$ cat src/rtl/ahb_rr_arbiter.sv
// rtl/ahb_rr_arbiter.sv - round-robin AHB bus arbiter with lock, error release and timeout
// Grants one master at a time; outputs are registered and cleared on every release.
module ahb_rr_arbiter #(
    parameter int NUM_MASTERS = 4,
    parameter int MIDX_W      = 2,
    parameter int SEL_W       = 2,
    parameter int TIMEOUT     = 16
) (
    input  logic                         hclk,
    input  logic                         hresetn,
    input  logic [NUM_MASTERS-1:0]       hreq,
    input  logic [NUM_MASTERS-1:0]       hlock,
    input  logic [NUM_MASTERS*SEL_W-1:0] sel_in,
    input  logic                         hready_out,
    input  logic                         hresp,
    output logic [NUM_MASTERS-1:0]       hgrant,
    output logic [MIDX_W-1:0]            hmaster,
    output logic [SEL_W-1:0]             sel,
    output logic                         busy,
    output logic                         timeout_err
);

    localparam int                 CNT_W    = $clog2(TIMEOUT);
    localparam logic [CNT_W-1:0]   CNT_MAX  = CNT_W'(TIMEOUT - 1);
    localparam logic [MIDX_W-1:0]  LAST_RST = MIDX_W'(NUM_MASTERS - 1);

    typedef enum logic [1:0] {
        IDLE  = 2'd0,
        GRANT = 2'd1
    } state_t;

    state_t                   state_q, state_d;
    logic [NUM_MASTERS-1:0]   hgrant_q, hgrant_d;
    logic [MIDX_W-1:0]        hmaster_q, hmaster_d;
    logic [SEL_W-1:0]         sel_q, sel_d;
    logic [MIDX_W-1:0]        last_q, last_d;
    logic [CNT_W-1:0]         cnt_q, cnt_d;
    logic                     tout_q, tout_d;

    logic [SEL_W-1:0]         sel_arr [NUM_MASTERS];
    logic [MIDX_W-1:0]        winner;
    logic                     found;
    logic                     tr_done;
    logic                     err;

    assign tr_done = hready_out & ~hresp;
    assign err     = hready_out &  hresp;

    always_comb begin
        for (int i = 0; i < NUM_MASTERS; i++) begin
            sel_arr[i] = sel_in[i*SEL_W +: SEL_W];
        end
    end

    // Scan starts just above the last winner so every requester gets a turn.
    always_comb begin
        found  = 1'b0;
        winner = last_q;
        for (int k = 1; k <= NUM_MASTERS; k++) begin
            if (!found && hreq[MIDX_W'((int'(last_q) + k) % NUM_MASTERS)]) begin
                found  = 1'b1;
                winner = MIDX_W'((int'(last_q) + k) % NUM_MASTERS);
            end
        end
    end

    always_comb begin
        state_d   = state_q;
        hgrant_d  = hgrant_q;
        hmaster_d = hmaster_q;
        sel_d     = sel_q;
        last_d    = last_q;
        cnt_d     = cnt_q;
        tout_d    = 1'b0;
        case (state_q)
            IDLE: begin
                hgrant_d  = '0;
                hmaster_d = '0;
                sel_d     = '0;
                cnt_d     = '0;
                if (found) begin
                    state_d   = GRANT;
                    hgrant_d  = NUM_MASTERS'(1) << winner;
                    hmaster_d = winner;
                    sel_d     = sel_arr[winner];
                    last_d    = winner;
                end
            end
            GRANT: begin
                if (tr_done && hlock[hmaster_q] && hreq[hmaster_q]) begin
                    cnt_d = '0;
                end else if (tr_done || err || (cnt_q == CNT_MAX)) begin
                    // Completion and error win over a timeout landing in the same cycle.
                    tout_d    = !(tr_done || err);
                    state_d   = IDLE;
                    hgrant_d  = '0;
                    hmaster_d = '0;
                    sel_d     = '0;
                    cnt_d     = '0;
                end else begin
                    cnt_d = cnt_q + 1'b1;
                end
            end
            default: begin
                state_d   = IDLE;
                hgrant_d  = '0;
                hmaster_d = '0;
                sel_d     = '0;
                cnt_d     = '0;
            end
        endcase
    end

    always_ff @(posedge hclk) begin
        if (!hresetn) begin
            state_q   <= IDLE;
            hgrant_q  <= '0;
            hmaster_q <= '0;
            sel_q     <= '0;
            last_q    <= LAST_RST;
            cnt_q     <= '0;
            tout_q    <= 1'b0;
        end else begin
            state_q   <= state_d;
            hgrant_q  <= hgrant_d;
            hmaster_q <= hmaster_d;
            sel_q     <= sel_d;
            last_q    <= last_d;
            cnt_q     <= cnt_d;
            tout_q    <= tout_d;
        end
    end

    assign hgrant      = hgrant_q;
    assign hmaster     = hmaster_q;
    assign sel         = sel_q;
    assign busy        = (state_q == GRANT);
    assign timeout_err = tout_q;

endmodule
$ cat config.mk
export PLATFORM = sky130hd
export DESIGN_NAME = ahb_rr_arbiter
export DESIGN_NICKNAME = d
export VERILOG_FILES = /design/src/rtl/ahb_rr_arbiter.sv
export SDC_FILE = /design/constraint.sdc
export NUM_CORES = 1
export LEC_CHECK = 0
export ABC_CLOCK_PERIOD_IN_PS = 2070
export CORE_UTILIZATION = 43
export CTS_CLUSTER_SIZE = 24
export DETAILED_ROUTE_END_ITERATION = 7
export PLACE_DENSITY = 0.84
export SLEW_MARGIN = 10
export SYNTH_ARGS = -nofsm -noshare
export SYNTH_HDL_FRONTEND = slang
export SYNTH_SLANG_ARGS = --single-unit
$ cat constraint.sdc
create_clock -name hclk -period 2.07 [get_ports hclk]
set_input_delay 0.207 -clock hclk [delete_from_list [all_inputs] [get_ports hclk]]
set_output_delay 0.207 -clock hclk [all_outputs]
set_load 0.05 [all_outputs]
==> results.md <==
* Largest net degree at the start of global routing at 14
* DP Wirelength at 1590 um
* Power Dens Cells at 678 nW/um2
* Syn Area/Cell at 9.26 um2
* Final setup violation count at 0
* Die W at 46.7 um
* CTS tree: built
* Final wirelength at 2020 um
* GRT Overall Usage at 0.217
* Layout cells sized above 1 at 0.167
* Clk pwr share at 0.194
* Area after DPL at 1190 um2
* Starting Density at 0.478
* Via count of the routed design at 832
* Global Route met3 Usage at 0.0462
* CP delay by family, top: flip-flops
* Worst Hold Class: flop to flop
* Kind of critical path: flop to flop
* Via density at 5.51
* Initial antenna violation count at 0
* Post-CTS setup buffer count at 0
* Die height at 46.7 um
* Post-DR wirelength/cell at 13.4 um
* # rows at 15
* Post-layout util at 0.673
* Non-filler instance count after layout at 151
* # IOs at 30
* Area of the mapped netlist at 861 um2
* Slew Viols, Final at 0
* Detail Route Antenna Nets at 0
* Final hold viol count at 0
* Ant. Diodes at 0
* Die ar. at 2180 um2
* Worst-case clock buffer depth at 2
* Post-CTS Hold Buffers at 0
* First-pass GRT wire length at 3280 um
* Post-CTS sizing at 0
* Largest cells by area after synthesis: dfxtp_1 37%, nand2_1 4.4%, nor2_1 3.9%, a21oi_4 3.8%, nand3_1 3.5%
* Clock transition at path regs at 0.09 ns
* M2 GR Usage at 0.356
* CP Launch Type: flop
* CP Capture Type: flop
* Peak VDD IR at 439 uV
* Worst Skew at 0.00358 ns
* Worst path required time at 2.25 ns
* Post-synthesis net count at 114
* Total power at 822 uW
* Post-synthesis async set-or-reset flop share at 0
* Comb pwr share at 0.365
* Total of max-cap violations at 0
* Minimum clock period at 1.86 ns
* Net count, final at 149
* Initial DRC count at 19
* Buf/Inv on CP at 0
* Area leader, netlist: dfxtp_1
* Number of flops mapped to enable cells by yosys at 0
* Worst-path cell chain: nand2b_4 -> a21oi_4 -> nor3_4 -> mux2_4 -> a221o_1
* Synth cell types at 40
* Syn Inst Count at 93
* Global routing's busiest layer: met2
* Vias in the first global route at 732
* Design area at 1210 um2
* Synthesis Warnings at 0
* Yosys top cell area share at 0.372
* Slew @ Worst Pin at 0.500 ns
* Global route overflow at 0
* WHS at 0.461 ns
* Int Pwr at 539 uW
* Largest fanout on the critical path at 10
* Met1 usage at 0.273
* Root buffer cell: clkbuf_4
* Cell with the most instances after synthesis: dfxtp_1
* Synthesis-stage register bit count at 16
* Sequential power share at 0.441
* Drt drc at 0
* Top_reg_cell synth: dfxtp_1
* Slew margin rel. at 0.665
* P_leak at 0.470 nW
* Critical path's slowest cell: dfxtp_1
* Core region area at 1800 um2
* RSZ-0062 raised after global routing: no
* Critical Path AT at 2.04 ns
* Port bufs at 29
* Sw frac at 0.344
* Inst Count DP at 148
* Sw Pwr at 283 uW
* Slowest cell delay on critical path at 0.53 ns
* Max frequency at 536 MHz
* Worst-skew pair later-pin latency at 0.29 ns
* Crit share post-route at 0.901
* GP Congestion at 0.821
* CTS Buf Count at 3
* H-tree Lvls at 1
* Register area share after synthesis at 0.372
* P&R area growth vs syn at 40.8%
* Pre-antenna DRT Iters at 5
* Clk sinks at 16
* Most frequent cells after synthesis: 16 x dfxtp_1, 10 x nand2_1, 9 x nor2_1
* Result of the run: finished, final reports clean
==> sequential cells by signal, summed over array words and instances (netlist names) <==
signal and flops:
state_q 1, cnt_q 4, hgrant 4, hmaster 2, last_q 2, sel 2
timeout_err 1
==> per-layer routing <==
layer,share of wire,up-vias,wire (um)
li1,-,412,-
met1,0.45,380,902
met2,0.47,34,941
met3,0.068,6,137
met4,0.020,0,41
met5,0,-,0
==> path summary, 6_finish.rpt <==
path,cells after the start,slack [ns],from,endpoint
worst max-delay path,5,0.21,last_q[1],sel[0]
worst min-delay path,1,0.46,cnt_q[0],cnt_q[0]
worst max register to register,5,0.21,last_q[1],sel[0]
worst min register to register,1,0.46,cnt_q[0],cnt_q[0]
==> power groups by stage <==
stage	Combinational (mW)	Sequential, mW	Clock, mW
6_report	0.300	0.362	0.160
5_1_grt	0.322	0.366	0.175
4_1_cts	0.301	0.362	0.163
3_5_place_dp	0.300	0.369	0
3_3_place_gp	0.295	0.367	0
2_1_floorplan	0.131	0.426	0
==> area by class of cell <==
cell class,instances,area (um2)
clock buffers,3,22.5
fillers,157,589
inverters,3,11.3
multi-input cells,72,514
flip-flops and latches,16,320
well taps,25,31.3
repair buffers,32,313
==> stage by stage <==
| step | setup WS [ns] | setup TNS, ns |
|---|---|---|
| 2_1_floorplan | 0.382 | 0 |
| 3_3_place_gp | 0.0560 | 0 |
| 3_5_place_dp | -0.0162 | -0.0162 |
| 4_1_cts | 0.223 | 0 |
| 5_1_grt | 0.144 | 0 |
| 6_report | 0.206 | 0 |
==> placed cells by master, fill, tap and decap left out, types with 2 or more instances in the layout <==
| master | netlist | final |
|---|---|---|
| nand3_1 | 6 | 6 |
| nand2_1 | 10 | 10 |
| a21o_2 | 2 | 2 |
| clkdlybuf4s50_1 | 0 | 29 |
| and3b_2 | 2 | 2 |
| o21ai_0 | 2 | 2 |
| a21oi_4 | 2 | 2 |
| a31oi_1 | 2 | 2 |
| a221o_1 | 2 | 2 |
| inv_1 | 3 | 3 |
| a21oi_1 | 3 | 3 |
| nand2b_1 | 2 | 2 |
| nand2b_4 | 2 | 2 |
| nand4_1 | 2 | 2 |
| dfxtp_1 | 16 | 16 |
| nor2_1 | 9 | 9 |
| o31ai_1 | 2 | 2 |
| mux2_4 | 2 | 2 |
| clkbuf_4 | 0 | 3 |
| buf_4 | 0 | 3 |
| o2bb2ai_1 | 2 | 2 |
==> cells by family after synthesis <==
family	after synthesis	share of synthesized area
XOR/XNOR	2	0.0204
AND/OR/NAND/NOR	41	0.275
buffers and inverters	5	0.0305
flip-flops	16	0.372
multiplexers	2	0.0349
AO/OA/AOI/OAI	26	0.253
adder cells (fa/ha/maj)	1	0.0145
Power figures use the tool's default switching activity.
